**src/rtl/regfile_dump_engine.sv**
```systemverilog
// regfile_dump_engine: streams register-file entries first..last over a valid/ready port.
// Optional macro DUMP_CHECKSUM_EN adds a modulo-2^XLEN sum of the accepted words.
module regfile_dump_engine #(
    parameter int XLEN  = 32,
    parameter int NREGS = 32,
    parameter int IDX_W = 5
) (
    input  logic             clk,
    input  logic             rst,
    input  logic             start,
    input  logic [IDX_W-1:0] first_idx,
    input  logic [IDX_W-1:0] last_idx,
    input  logic             abort,
    output logic [IDX_W-1:0] rf_raddr,
    input  logic [XLEN-1:0]  rf_rdata,
    output logic             out_valid,
    input  logic             out_ready,
    output logic [XLEN-1:0]  out_data,
    output logic [IDX_W-1:0] out_idx,
    output logic             out_last,
    output logic             busy,
    output logic             done,
    output logic             err
`ifdef DUMP_CHECKSUM_EN
    ,
    output logic [XLEN-1:0]  checksum
`endif
);
    typedef enum logic [1:0] {IDLE, FETCH, STREAM, DONE} state_t;

    state_t           state;
    logic [IDX_W-1:0] last;
    logic             legal, hs, at_last, load;

    assign legal   = (first_idx <= last_idx) && (int'(last_idx) < NREGS);
    assign hs      = out_valid && out_ready;
    assign at_last = (rf_raddr == last);
    // rf_raddr always points at the next word to load; it stops at last and never wraps.
    assign load    = !abort && ((state == FETCH) || (state == STREAM && hs && !out_last));

    always_ff @(posedge clk) begin
        if (!rst) begin
            state     <= IDLE;
            last      <= '0;
            rf_raddr  <= '0;
            out_valid <= 1'b0;
            out_data  <= '0;
            out_idx   <= '0;
            out_last  <= 1'b0;
            busy      <= 1'b0;
            done      <= 1'b0;
            err       <= 1'b0;
`ifdef DUMP_CHECKSUM_EN
            checksum  <= '0;
`endif
        end else begin
            done <= 1'b0;
            err  <= 1'b0;
            if (state != IDLE && abort) begin
                state     <= IDLE;
                busy      <= 1'b0;
                out_valid <= 1'b0;
                out_last  <= 1'b0;
            end else begin
                case (state)
                    IDLE: begin
                        if (start) begin
                            busy <= 1'b1;
`ifdef DUMP_CHECKSUM_EN
                            checksum <= '0;
`endif
                            if (legal) begin
                                last     <= last_idx;
                                rf_raddr <= first_idx;
                                state    <= FETCH;
                            end else begin
                                done  <= 1'b1;
                                err   <= 1'b1;
                                state <= DONE;
                            end
                        end
                    end
                    FETCH: state <= STREAM;
                    STREAM: begin
                        if (hs) begin
`ifdef DUMP_CHECKSUM_EN
                            checksum <= checksum + out_data;
`endif
                            if (out_last) begin
                                out_valid <= 1'b0;
                                out_last  <= 1'b0;
                                done      <= 1'b1;
                                state     <= DONE;
                            end
                        end
                    end
                    DONE: begin
                        busy  <= 1'b0;
                        state <= IDLE;
                    end
                    default: state <= IDLE;
                endcase
                if (load) begin
                    out_data  <= rf_rdata;
                    out_idx   <= rf_raddr;
                    out_last  <= at_last;
                    out_valid <= 1'b1;
                    if (!at_last) rf_raddr <= rf_raddr + IDX_W'(1);
                end
            end
        end
    end
endmodule

```
**config.mk**
```make
export PLATFORM = sky130hd
export DESIGN_NAME = regfile_dump_engine
export DESIGN_NICKNAME = d
export VERILOG_FILES = /design/src/rtl/regfile_dump_engine.sv
export SDC_FILE = /design/constraint.sdc
export NUM_CORES = 1
export LEC_CHECK = 0
export ABC_AREA = 0
export ABC_CLOCK_PERIOD_IN_PS = 6100
export CAP_MARGIN = 20
export CELL_PAD_IN_SITES_DETAIL_PLACEMENT = 0
export CELL_PAD_IN_SITES_GLOBAL_PLACEMENT = 1
export CORE_UTILIZATION = 33
export DETAILED_ROUTE_END_ITERATION = 10
export PLACE_DENSITY = 0.94
export SLEW_MARGIN = 20
export SYNTH_ARGS = -nofsm -noshare
export SYNTH_HDL_FRONTEND = slang
export SYNTH_SLANG_ARGS = --single-unit
```
**constraint.sdc**
```tcl
create_clock -name clk -period 6.1 [get_ports clk]
set_input_delay 1.83 -clock clk [delete_from_list [all_inputs] [get_ports clk]]
set_output_delay 1.83 -clock clk [all_outputs]
set_load 0.01 [all_outputs]
```
# Yosys cells after proc, flatten, opt, wreduce, memory -nomap -nowiden
# Index checks and enable logic that the tools add are counted.
# word_totals
regBits,54
in_bits,47
output_inout_bits,47
elab_cells,68
# op_classes
n_addsub,1
n_lt_le_gt_ge,1
n_eq_ne,7
mux,24
bitwise_logic,3
n_reduce_logical,22
# ops
operator,n
2-to-1 mux 5 bit,5
2-to-1 mux 1 bit,12
nonzero test 2 bit,5
2-to-1 mux 2 bit,4
one-hot mux 2 bit (4 select lines),1
inequality test 2 bit (second input constant),3
AND reduction 2 bit,3
AND reduction 3 bit,2
adder 5 x 1 -> 5 bit (second input constant),1
== test 5 bit,1
<= comparator 5 bit,1
logical AND 1 bit,5
== test 2 bit (second input constant),2
one-hot mux 1 bit (2 select lines),2
AND reduction 4 bit,1
NOT 1 bit,3
OR reduction 3 bit,1
== test 2 x 1 -> 1 bit (second input constant),1
zero test 1 bit,2
zero test 2 bit,1
OR reduction 2 bit,1
logical OR 1 bit,1

# Longest topological paths before layout
# depth
ltp_word,7
mapped_depth,8

# Worst setup path before layout
# No wires, ideal clock.
# synth_path
path_type,in2reg
start,in last_idx[4]
end,reg rf_raddr[4]
setup_time_ns,0.136
t_arrival_ns,3.134
slack_ns,2.830
stages,8
n_path_buf,1
path_cell_list,inv_1 > ha_1 > nand4_2 > or2_4 > a21oi_4 > buf_8 > mux2i_1 > a31oi_1
# synth_via
elab_chain_cells,6
# synth_lines
item,line_no,rtl
from (decl),12,"input logic [IDX_W-1:0] last_idx,"
<= comparator 5 bit (*),35,assign legal = (first_idx <= last_idx) && (int'(last_idx) < NREGS);
2-to-1 mux 5 bit (*),72,if (legal) begin
2-to-1 mux 5 bit (*),67,if (start) begin
2-to-1 mux 5 bit (*),65,case (state)
2-to-1 mux 5 bit,108,if (!at_last) rf_raddr <= rf_raddr + IDX_W'(1);
2-to-1 mux 5 bit (*),103,if (load) begin
to (signal assigned),74,rf_raddr <= first_idx;
to (signal assigned),108,
to (decl),14,"output logic [IDX_W-1:0] rf_raddr,"
# Mark *: on every way between the ends. The rest lies on a longest branch, timed or not.
# A chain may end at the register's enable or synchronous reset.

# Worst setup path after layout
# layout_path
start,in abort
end,reg rf_raddr[2]
# layout_via
elab_chain_cells,3
word_cells_on_any_way,4
# layout_lines
item,line_no,rtl
from (decl),13,"input logic abort,"
zero test 1 bit,39,assign load = !abort && ((state == FETCH) || (state == STREAM && hs && !out_last));
logical AND 1 bit,39,
2-to-1 mux 5 bit,103,
# Parallel ways exist; a longest one is shown, timed or not.

==> impl_metrics.ini <==
[global_routing]
grt_usage_pct = 15.85
gr-total-overflow = 0
grt_pass1_vias = 2089
antenna_found_initial = 0
grt_max_degree = 46
grt_pass1_wl_um = 9466

[clock_network]
clkTransAtPathRegs_ns = 0.10
clock_path_buffers = 2
clock_latency_ns = 0.31
cts_sinks = 54
holdBufCountCts = 0
tritoncts = yes
htreeDepth = 2
cts_resized = 0
post-cts-setup-buffer-count = 0
cts_root_buffer = clkbuf_8
cts_buffers = 5

[timing]
maxSlewViolCount = 0
fin_crit_sh_pct = 63.51
skew_ns = 0.01318
setup_viol = 0
tightest_slew_ns = 0.7779
relSlewSlack_pct = 48.07
clock.fmax_mhz = 258.1
period_needed_ns = 3.874
finalHoldViolations = 0
rsz0062_at_grt = false
setup_tns_ns = 0

[power]
seq_power_share_pct = 42.1
ir_worst_vdd_mv = 0.1336
powerDensity_nw_per_um2 = 323.7
p_switching_w = 0.0003800
p_sw_share_pct = 33.81
p_int_w = 0.0007441
comb_power_share_pct = 35.8
clkPwrFrac_pct = 22.1
p_leak_nw = 1.239

[placement]
dp_hpwl_um = 4200
portBuffers = 93
gp_congestion = 0.8559

[yosys]
syn_inst = 290
ys_warn_count = 0
synth-async-reset-ratio_pct = 0
seq_area_frac_synth_pct = 45.84
synth_area_per_cell_um2 = 8.133
synth_edf_count = 0
syn-cell-area_um2 = 2359
ys_ff_latch = 54
syn-num-nets = 347
synth-main-ff-cell = dfxtp_1
synth.distinct_cells = 37

[route]
drtAntennaViolNets = 0
wl_um = 5796
drt_iter0_drc = 98
dr.pass1.iters = 4
avgRoutedWirePerCell_um = 12.23
drc_errors = 0
via_per_inst = 4.757
vias = 2255

[worst_setup_path]
crit_required_ns = 6.34
cp-endpoint = rf_raddr[2]$_SDFFE_PN0N_
cp-start-kind = input pin
arrival_ns = 4.11
critPathKind = input pin to register
crit_fanout = 28
rr_endpoint = rf_raddr[2]$_SDFFE_PN0N_
critical_path.startpoint = abort
rrSetupSlack_ns = 3.64
worstSetupEndpointType = register
r2r_cells = 8
regToRegStartpoint = state[0]$_SDFFE_PP0P_

[floorplanning]
core_um2 = 6832
boundaryPins = 94
dieArea_um2 = 7489
die_h_um = 86.54
die_w_um = 86.54
rows = 30
initial_core_util_pct = 34.52

[hold_path]
hold_class = register to register

[status]
outcome = completed

[layout]
fill_cells = 700
finish.utilization_pct = 50.82
antennaDiodeCount = 0
regArea_um2 = 1081
syn2layout_area_growth_pct = 47.21
layout.nets = 434
drive_gt1_share_pct = 4.497
multi_input_area_um2 = 1159

[job]
drv_cap = 0
==> power groups by stage <==
stage | Sequential [W] | Combinational (W) | Clock [W]
after global routing | 0.000483 | 0.000447 | 0.000270
after global placement | 0.000481 | 0.000399 | 0
after detailed placement | 0.000483 | 0.000404 | 0
after floorplan | 0.000487 | 0.000217 | 0
final | 0.000473 | 0.000402 | 0.000249
after CTS | 0.000474 | 0.000406 | 0.000257
==> metrics by stage <==
stage	hold slack, ns	cells	instance area (µm²)	total power (W)	setup slack (ns)
6_report	0.4584	474	3472	0.001124	2.226
5_1_grt	0.4770	474	3472	0.001199	2.042
4_1_cts	0.4598	474	3472	0.001137	2.222
3_3_place_gp	0.4407	466	3354	0.0008804	1.949
3_5_place_dp	0.4456	466	3354	0.0008869	1.904
2_1_floorplan	0.4805	290	2359	0.0007041	2.830
==> cell families (layout without fill, tap and decap cells) <==
| family | count (synthesis) | count (layout) | share of synthesized area, % |
|---|---|---|---|
| compound gates | 73 | 73 | 18.78 |
| mux | 6 | 6 | 2.547 |
| fa+ha+maj | 10 | 10 | 5.305 |
| buf+inv | 28 | 116 | 5.411 |
| simple gates | 111 | 111 | 19.15 |
| xor+xnor | 8 | 8 | 2.971 |
| flops | 54 | 54 | 45.84 |
==> Yosys cell counts (2+ instances only) <==
| cell type | n | area (µm²) |
|---|---|---|
| o21ai_0 | 8 | 40.04 |
| nand2_1 | 84 | 315.3 |
| nor2_1 | 13 | 48.80 |
| a21oi_1 | 48 | 240.2 |
| dfxtp_1 | 54 | 1081 |
| nand3_1 | 6 | 30.03 |
| inv_1 | 12 | 45.04 |
| ha_1 | 10 | 125.1 |
| a2111o_1 | 2 | 22.52 |
| xnor2_1 | 7 | 61.31 |
| o211ai_1 | 3 | 22.52 |
| mux2i_1 | 6 | 60.06 |
| buf_2 | 6 | 30.03 |
| nand4_1 | 2 | 12.51 |
| clkbuf_1 | 7 | 26.28 |
==> registers in the layout, summed over array words and instances (netlist names) <==
| signal | count |
|---|---|
| err | 1 |
| out_data | 32 |
| done | 1 |
| out_last | 1 |
| out_idx | 5 |
| state | 2 |
| rf_raddr | 5 |
| out_valid | 1 |
| busy | 1 |
| last | 5 |
==> metal layers <==
layer  up-vias  part of all wire [%]  GRT usage [%]
li1       1145                     -              -
met1      1027                    47          19.72
met2        78                    46          27.27
met3         5                   6.8          4.381
met4         0                  0.95          3.636
met5         -                     0              0
==> cell type report <==
type	count	share of cell area [%]
Inverter	13	1.405
Sequential cell	54	31.14
Clock buffer	5	1.982
Multi-Input combinational cell	208	33.37
Timing Repair Buffer	95	27.24
Clock inverter	3	1.405
Tap cell	96	3.459
==> placed cells by master, fill, tap and decap left out, types with 2 or more instances in the layout <==
cell type         n
inv_1            12
nand2_1          84
a2111o_1          2
nand4_1           2
clkdlybuf4s50_1  93
o21ai_0           8
dfxtp_1          54
a21oi_1          48
ha_1             10
nand3_1           6
nor2_1           13
mux2i_1           6
o211ai_1          3
buf_4             2
xnor2_1           7
clkbuf_8          5
==> how the worst min path moves through the flow <==
stage / from / end / slack (ns) / cells after the start
after global routing: out_idx[2]$_SDFFE_PN0P_ / out_idx[2]$_SDFFE_PN0P_ / 0.48 / 2
after detailed placement: out_data[18]$_SDFFE_PN0P_ / out_data[18]$_SDFFE_PN0P_ / 0.45 / 2
after global placement: out_data[17]$_SDFFE_PN0P_ / out_data[17]$_SDFFE_PN0P_ / 0.44 / 2
after CTS: out_data[18]$_SDFFE_PN0P_ / out_data[18]$_SDFFE_PN0P_ / 0.46 / 2
after floorplan: out_data[0]$_SDFFE_PN0P_ / out_data[0]$_SDFFE_PN0P_ / 0.48 / 2
final: out_data[10]$_SDFFE_PN0P_ / out_data[10]$_SDFFE_PN0P_ / 0.46 / 2
==> worst max-delay path, cell delays in order <==
cell and delay [ns]:
clkdlybuf4s50_1 0.60, nand2b_1 0.21, o31a_1 0.47, buf_4 0.40, nor2_1 0.09, a2111o_1 0.41
o211ai_1 0.09
Note: power is estimated with default switching activity, not from simulation.
